File: src/rtl/alu_arbiter.sv
// Round-robin arbiter that time-shares one registered ALU among four requesters.
// Each granted operation walks IDLE -> ISSUE -> CAP_RES -> CAP_ZERO -> RESP.
module alu_arbiter #(
  parameter int NREQ = 4
) (
  input  logic                   clk,
  input  logic                   rst_n,
  input  logic [NREQ-1:0]        req_valid,
  output logic [NREQ-1:0]        req_ready,
  input  logic [32*NREQ-1:0]     req_a,
  input  logic [32*NREQ-1:0]     req_b,
  input  logic [4*NREQ-1:0]      req_opcode,
  output logic [NREQ-1:0]        rsp_valid,
  input  logic [NREQ-1:0]        rsp_ready,
  output logic [31:0]            rsp_result,
  output logic                   rsp_zero,
  output logic [31:0]            alu_a,
  output logic [31:0]            alu_b,
  output logic [3:0]             alu_opcode,
  input  logic [31:0]            alu_result,
  input  logic                   alu_zero,
  output logic                   busy,
  output logic [15:0]            op_count
);

  localparam logic [2:0] IDLE     = 3'd0;
  localparam logic [2:0] ISSUE    = 3'd1;
  localparam logic [2:0] CAP_RES  = 3'd2;
  localparam logic [2:0] CAP_ZERO = 3'd3;
  localparam logic [2:0] RESP     = 3'd4;

  // First opcode the shared ALU does not implement.
  localparam logic [3:0] FIRST_ILLEGAL_OP = 4'd7;

  logic [2:0]  state;
  logic [2:0]  state_nxt;
  logic [1:0]  prio_ptr;
  logic [1:0]  grant_idx;
  logic [31:0] lat_a;
  logic [31:0] lat_b;
  logic [3:0]  lat_op;
  logic [31:0] rsp_result_q;
  logic        rsp_zero_q;
  logic [15:0] op_count_q;

  logic [3:0]  rot_valid;
  logic [1:0]  pick_off;
  logic [1:0]  pick_idx;
  logic        grant_fire;
  logic        rsp_fire;
  logic        illegal_op;

  // Rotate requests so the current highest-priority requester sits at bit 0.
  // NOTE: every signal gets a default at the top of always_comb so no path leaves it unassigned and infers a latch.
  always_comb begin
    rot_valid = 4'b0;
    pick_off  = 2'd0;
    case (prio_ptr)
      2'd0:    rot_valid = req_valid;
      2'd1:    rot_valid = {req_valid[0],   req_valid[3:1]};
      2'd2:    rot_valid = {req_valid[1:0], req_valid[3:2]};
      default: rot_valid = {req_valid[2:0], req_valid[3]};
    endcase
    if (rot_valid[0])      pick_off = 2'd0;
    else if (rot_valid[1]) pick_off = 2'd1;
    else if (rot_valid[2]) pick_off = 2'd2;
    else                   pick_off = 2'd3;
  end

  assign pick_idx   = prio_ptr + pick_off;
  // Gating with rst_n keeps req_ready low while reset is held even though state already reads IDLE.
  assign grant_fire = (state == IDLE) && (|req_valid) && rst_n;
  assign rsp_fire   = (state == RESP) && rsp_ready[grant_idx];
  assign illegal_op = (lat_op >= FIRST_ILLEGAL_OP);

  always_comb begin
    req_ready = 4'b0;
    if (grant_fire) req_ready = 4'b0001 << pick_idx;
  end

  always_comb begin
    rsp_valid = 4'b0;
    if (state == RESP) rsp_valid = 4'b0001 << grant_idx;
  end

  always_comb begin
    state_nxt = state;
    case (state)
      IDLE:     if (grant_fire) state_nxt = ISSUE;
      ISSUE:    state_nxt = CAP_RES;
      CAP_RES:  state_nxt = CAP_ZERO;
      CAP_ZERO: state_nxt = RESP;
      RESP:     if (rsp_fire) state_nxt = IDLE;
      default:  state_nxt = IDLE;
    endcase
  end

  // NOTE: state registers use non-blocking assignments so every flop samples pre-edge values.
  always_ff @(posedge clk or negedge rst_n) begin
    if (!rst_n) begin
      state    <= IDLE;
      prio_ptr <= 2'd0;
    end else begin
      state <= state_nxt;
      if (grant_fire) prio_ptr <= pick_idx + 2'd1;
    end
  end

  // Operands stay latched from grant to the next grant so the ALU inputs never glitch mid-op.
  always_ff @(posedge clk or negedge rst_n) begin
    if (!rst_n) begin
      grant_idx <= 2'd0;
      lat_a     <= 32'd0;
      lat_b     <= 32'd0;
      lat_op    <= 4'd0;
    end else if (grant_fire) begin
      grant_idx <= pick_idx;
      lat_a     <= req_a[{pick_idx, 5'd0} +: 32];
      lat_b     <= req_b[{pick_idx, 5'd0} +: 32];
      lat_op    <= req_opcode[{pick_idx, 2'd0} +: 4];
    end
  end

  // Result and zero flag arrive on consecutive cycles; unsupported opcodes report 0 / zero.
  always_ff @(posedge clk or negedge rst_n) begin
    if (!rst_n) begin
      rsp_result_q <= 32'd0;
      rsp_zero_q   <= 1'b0;
    end else begin
      if (state == CAP_RES)  rsp_result_q <= illegal_op ? 32'd0 : alu_result;
      if (state == CAP_ZERO) rsp_zero_q   <= illegal_op ? 1'b1  : alu_zero;
    end
  end

  always_ff @(posedge clk or negedge rst_n) begin
    if (!rst_n) op_count_q <= 16'd0;
    else if (rsp_fire) op_count_q <= op_count_q + 16'd1;
  end

  assign alu_a      = lat_a;
  assign alu_b      = lat_b;
  assign alu_opcode = lat_op;
  assign rsp_result = rsp_result_q;
  assign rsp_zero   = rsp_zero_q;
  assign busy       = (state != IDLE);
  assign op_count   = op_count_q;

endmodule

File: config.mk
export PLATFORM = sky130hd
export DESIGN_NAME = alu_arbiter
export DESIGN_NICKNAME = d
export VERILOG_FILES = /design/src/rtl/alu_arbiter.sv
export SDC_FILE = /design/constraint.sdc
export NUM_CORES = 1
export LEC_CHECK = 0
export ABC_AREA = 1
export ABC_CLOCK_PERIOD_IN_PS = 7300
export CAP_MARGIN = 20
export CORE_AREA = 2 2 171 173
export CTS_BUF_LIST = sky130_fd_sc_hd__clkbuf_16
export DETAILED_ROUTE_END_ITERATION = 10
export DIE_AREA = 0 0 173 175
export HOLD_SLACK_MARGIN = 0.05
export MAX_ROUTING_LAYER = met4
export PLACE_DENSITY = 0.69
export SLEW_MARGIN = 20
export SYNTH_ARGS = -nofsm -noshare
export SYNTH_HDL_FRONTEND = slang
export SYNTH_SLANG_ARGS = --single-unit
File: constraint.sdc
create_clock -name clk -period 7.3 [get_ports clk]
set_input_delay 1.46 -clock clk [delete_from_list [all_inputs] [get_ports clk]]
set_output_delay 1.46 -clock clk [all_outputs]
set_load 0.005 [all_outputs]
==> impl_metrics.tcl <==
set metrics [dict create \
    status "completed" \
    numCtsBuffers 17 \
    synth-edff-count 0 \
    fin_worst_skew_ps 12.3 \
    worstHoldPathType "reg2reg" \
    cts-resized-gates 0 \
    globalRoute.totalOverflow 0 \
    first_global_vias 9041 \
    netSwitchingPower_mw 3.38 \
    postCtsSetupRepairBufs 0 \
    crit_path_cell_trace "clkdlybuf4s50_1 > o21ai_1 > nand3_2 > nand2_4 > inv_1 > a31oi_1 > ha_4 > xnor2_1 > inv_2 > nand2_8 > nand2_8 > nor3_2 > clkdlybuf4s50_1" \
    routed_wirelength_um 32000 \
    grt_max_degree 127 \
    share_seq_of_total_power_pct 18.3 \
    drt_first_pass_iters 6 \
    io-pin-count 441 \
    finalSetupViolCount 0 \
    synth_nets 1481 \
    max_clock_freq_mhz 161 \
    synth_top_flop_cell "dfrtp_1" \
    cp.arrival_ps 4750 \
    design.die.area_um2 30300 \
    rows 62 \
    pwr_density_cell_nw_per_um2 468 \
    timing_worst_slew_pin_value_ps 940 \
    cp_slowest_stage_delay_ps 590 \
    p_int_mw 3.02 \
    die_height_um 175 \
    fin_crit_ps 6210 \
    drv_slew 0 \
    routed_wire_length_per_instance_um 16.4 \
    total_leakage_power_nw 6.25 \
    avgSynthCellArea_um2 7.41 \
    hold_buffers 0 \
    grt_antenna_before_repair 4 \
    yosysUniqueCellTypes 37 \
    finalWeightedCongestion 0.875 \
    layout_setup_ws_ps 1090 \
    floorplan.initialDensity_pct 30.3 \
    placed_area_um2 13100 \
    grt_setup_unrepaired "false" \
    synth-seq-area-share_pct 36.0 \
    irDropWorstVdd_uv 517 \
    drc 0 \
    grt_first_pass_wirelength_um 49900 \
    initialDrtViolationCount 627 \
    path_class "in2out" \
    crit_path_top_delay_cell "clkdlybuf4s50_1" \
    worstRegToRegCells 13 \
    cts.htree.levels 4 \
    synthToLayoutAreaGrowth_pct 58.5 \
    clk-insertion-delay-late_ps 410 \
    io_buffers 440 \
    nets 1861 \
    placeableCoreArea_um2 28400 \
    yosys.area.top_type_share_pct 36.0 \
    synthCells 1163 \
    place_ws_ps 1010 \
    clock_sinks 124 \
    post_drt_via_cell_ratio 4.78 \
    grt.total_usage_pct 21.3 \
    cts_buffer_depth 2 \
    yosys_warnings 0 \
    min_path_cells 2 \
    tritoncts "built" \
    cts-root-buf "clkbuf_16" \
    cp-start-kind "primary input" \
    post_route_fraction_of_the_period_consumed_by_the_critical_path_pct 85.1 \
    dieWidth_um 173 \
    asyncSetResetFlopFracSynth_pct 100 \
    p_comb_share_pct 68.2 \
    layout-drive-gt1-share_pct 13.2 \
    power_frac_clock_pct 13.5 \
    worstPathMaxFanout 70 \
    dpl.hpwl_um 23600 \
    finalInstanceArea_um2 13700 \
    power_switching_share_pct 52.8 \
    layout.core_utilization_pct 48.1 \
    clk_pin_slew_ps 60 \
    synth.ff_latch_count 124 \
    crit_required_ps 5840 \
    postRouteAntennaNets 0 \
    routed-via-count 9290 \
    final-hold-violation-count 0 \
    synthesis.area_um2 8610 \
    max-cap-violations 0 \
    endpoint_kind "output port" \
    slew_headroom_pct 37.3 \
    synth_top_cell_by_area "dfrtp_1" \
    fin_setup_tns_ps 0 \
    ys_top_cells_by_area "dfrtp_1 (36%), nand2_1 (25%), nand3_2 (16%)" \
]
## power by group through the flow
| stage | Combinational (mW) | Sequential [mW] | Clock [mW] |
|---|---|---|---|
| final | 4.37 | 1.17 | 0.863 |
| after global routing | 4.81 | 1.21 | 0.915 |
| after CTS | 4.42 | 1.17 | 0.883 |
| after detailed placement | 4.41 | 1.18 | 0 |
| after global placement | 4.39 | 1.17 | 0 |
| after floorplan | 3.12 | 1.16 | 0 |
## area by class of cell
class | count | area [um2]
diodes | 4 | 10.0
clock buffers | 17 | 425
clock inverters | 15 | 160
fillers | 2755 | 14700
inverters | 22 | 90.1
multi-input cells | 928 | 4900
flip-flops and latches | 124 | 3100
well taps | 384 | 480
repair buffers | 450 | 4490
## worst paths after layout
kind	slack, ps	from	endpoint
worst max-delay path	1090	req_valid[2]	req_ready[0]
worst min-delay path	490	alu_b[30]$_DFFE_PN0P_	alu_b[30]$_DFFE_PN0P_
worst max register to register	3910	prio_ptr[0]$_DFFE_PN0P_	alu_a[29]$_DFFE_PN0P_
worst min register to register	490	alu_b[30]$_DFFE_PN0P_	alu_b[30]$_DFFE_PN0P_
max in group asynchronous	5300	rst_n	alu_a[12]$_DFFE_PN0P_
min in group asynchronous	910	rst_n	op_count[12]$_DFFE_PN0P_
## cell families (layout without fill, tap and decap cells)
family                     count (synthesis)  count (layout)  share of synthesized area [%]
and+or+nand+nor                          829             829                           49.8
xor gates and xnor gates                  16              16                           1.63
adders and majority gates                  3               3                          0.436
DFF                                      124             124                           36.0
other                                      0               4                              0
buffers and inverters                    111             504                           7.26
AOI/OAI and AO/OA                         80              80                           4.82
## per-stage QoR
| stage | hold WS, ps | instances | total power [mW] |
|---|---|---|---|
| floorplan | 493 | 1163 | 4.28 |
| global placement | 480 | 1908 | 5.56 |
| detailed placement | 484 | 1908 | 5.58 |
| CTS | 498 | 1940 | 6.48 |
| global route | 520 | 1944 | 6.93 |
| finish | 494 | 1944 | 6.40 |
## synthesized netlist by cell type, types with 2 or more instances
master	number
nand2_1	563
nand3_2	138
dfrtp_1	124
nand4_1	72
o21ai_1	59
clkbuf_1	42
buf_2	19
nor2_1	19
o21ai_0	16
nand3_1	15
inv_1	13
xnor2_1	11
buf_1	8
inv_2	8
buf_12	7
buf_4	6
buf_6	6
nor3_1	6
xor2_1	5
nand2_4	4
ha_1	3
nor2_2	3
nand2_8	2
## critical path, delay by kind of cell
family / cells / cell delay [ps]
adders and majority gates: 1 / 190
AOI/OAI and AO/OA: 2 / 490
and+or+nand+nor: 5 / 1180
xor gates and xnor gates: 1 / 190
buffers and inverters: 4 / 1230
## registers in the layout, summed over array words and instances (netlist names)
register / count
grant_idx: 2
op_count: 16
alu_a: 32
rsp_zero: 1
alu_b: 32
prio_ptr: 2
alu_opcode: 4
state: 3
rsp_result: 32
## metal layers
metal | global-route usage, % | part of all wire [%]
met4 | 6.36 | 2.1
met5 | - | 0
met2 | 34.8 | 49
met3 | 4.68 | 6.5
met1 | 26.4 | 42
## placed cells by master (no fill, tap or decap), types with 2 or more instances in the layout
cell type	Yosys	final
inv_1	13	13
nor3_1	6	6
clkbuf_16	0	17
nand2_1	563	563
nand2_8	2	2
o21ai_1	59	59
nand3_2	138	138
nand4_1	72	72
ha_1	3	2
buf_4	6	8
bufinv_16	0	2
diode_2	0	4
inv_6	0	8
o21ai_0	16	16
xnor2_1	11	11
xor2_1	5	5
clkdlybuf4s50_1	0	439
nand3_1	15	15
nor2_1	19	18
inv_2	8	7
buf_6	6	3
nand2_4	4	4
dfrtp_1	124	124
nor2_2	3	4
clkinv_1	1	2
clkinvlp_4	0	2
(Power assumes the default switching activity.)
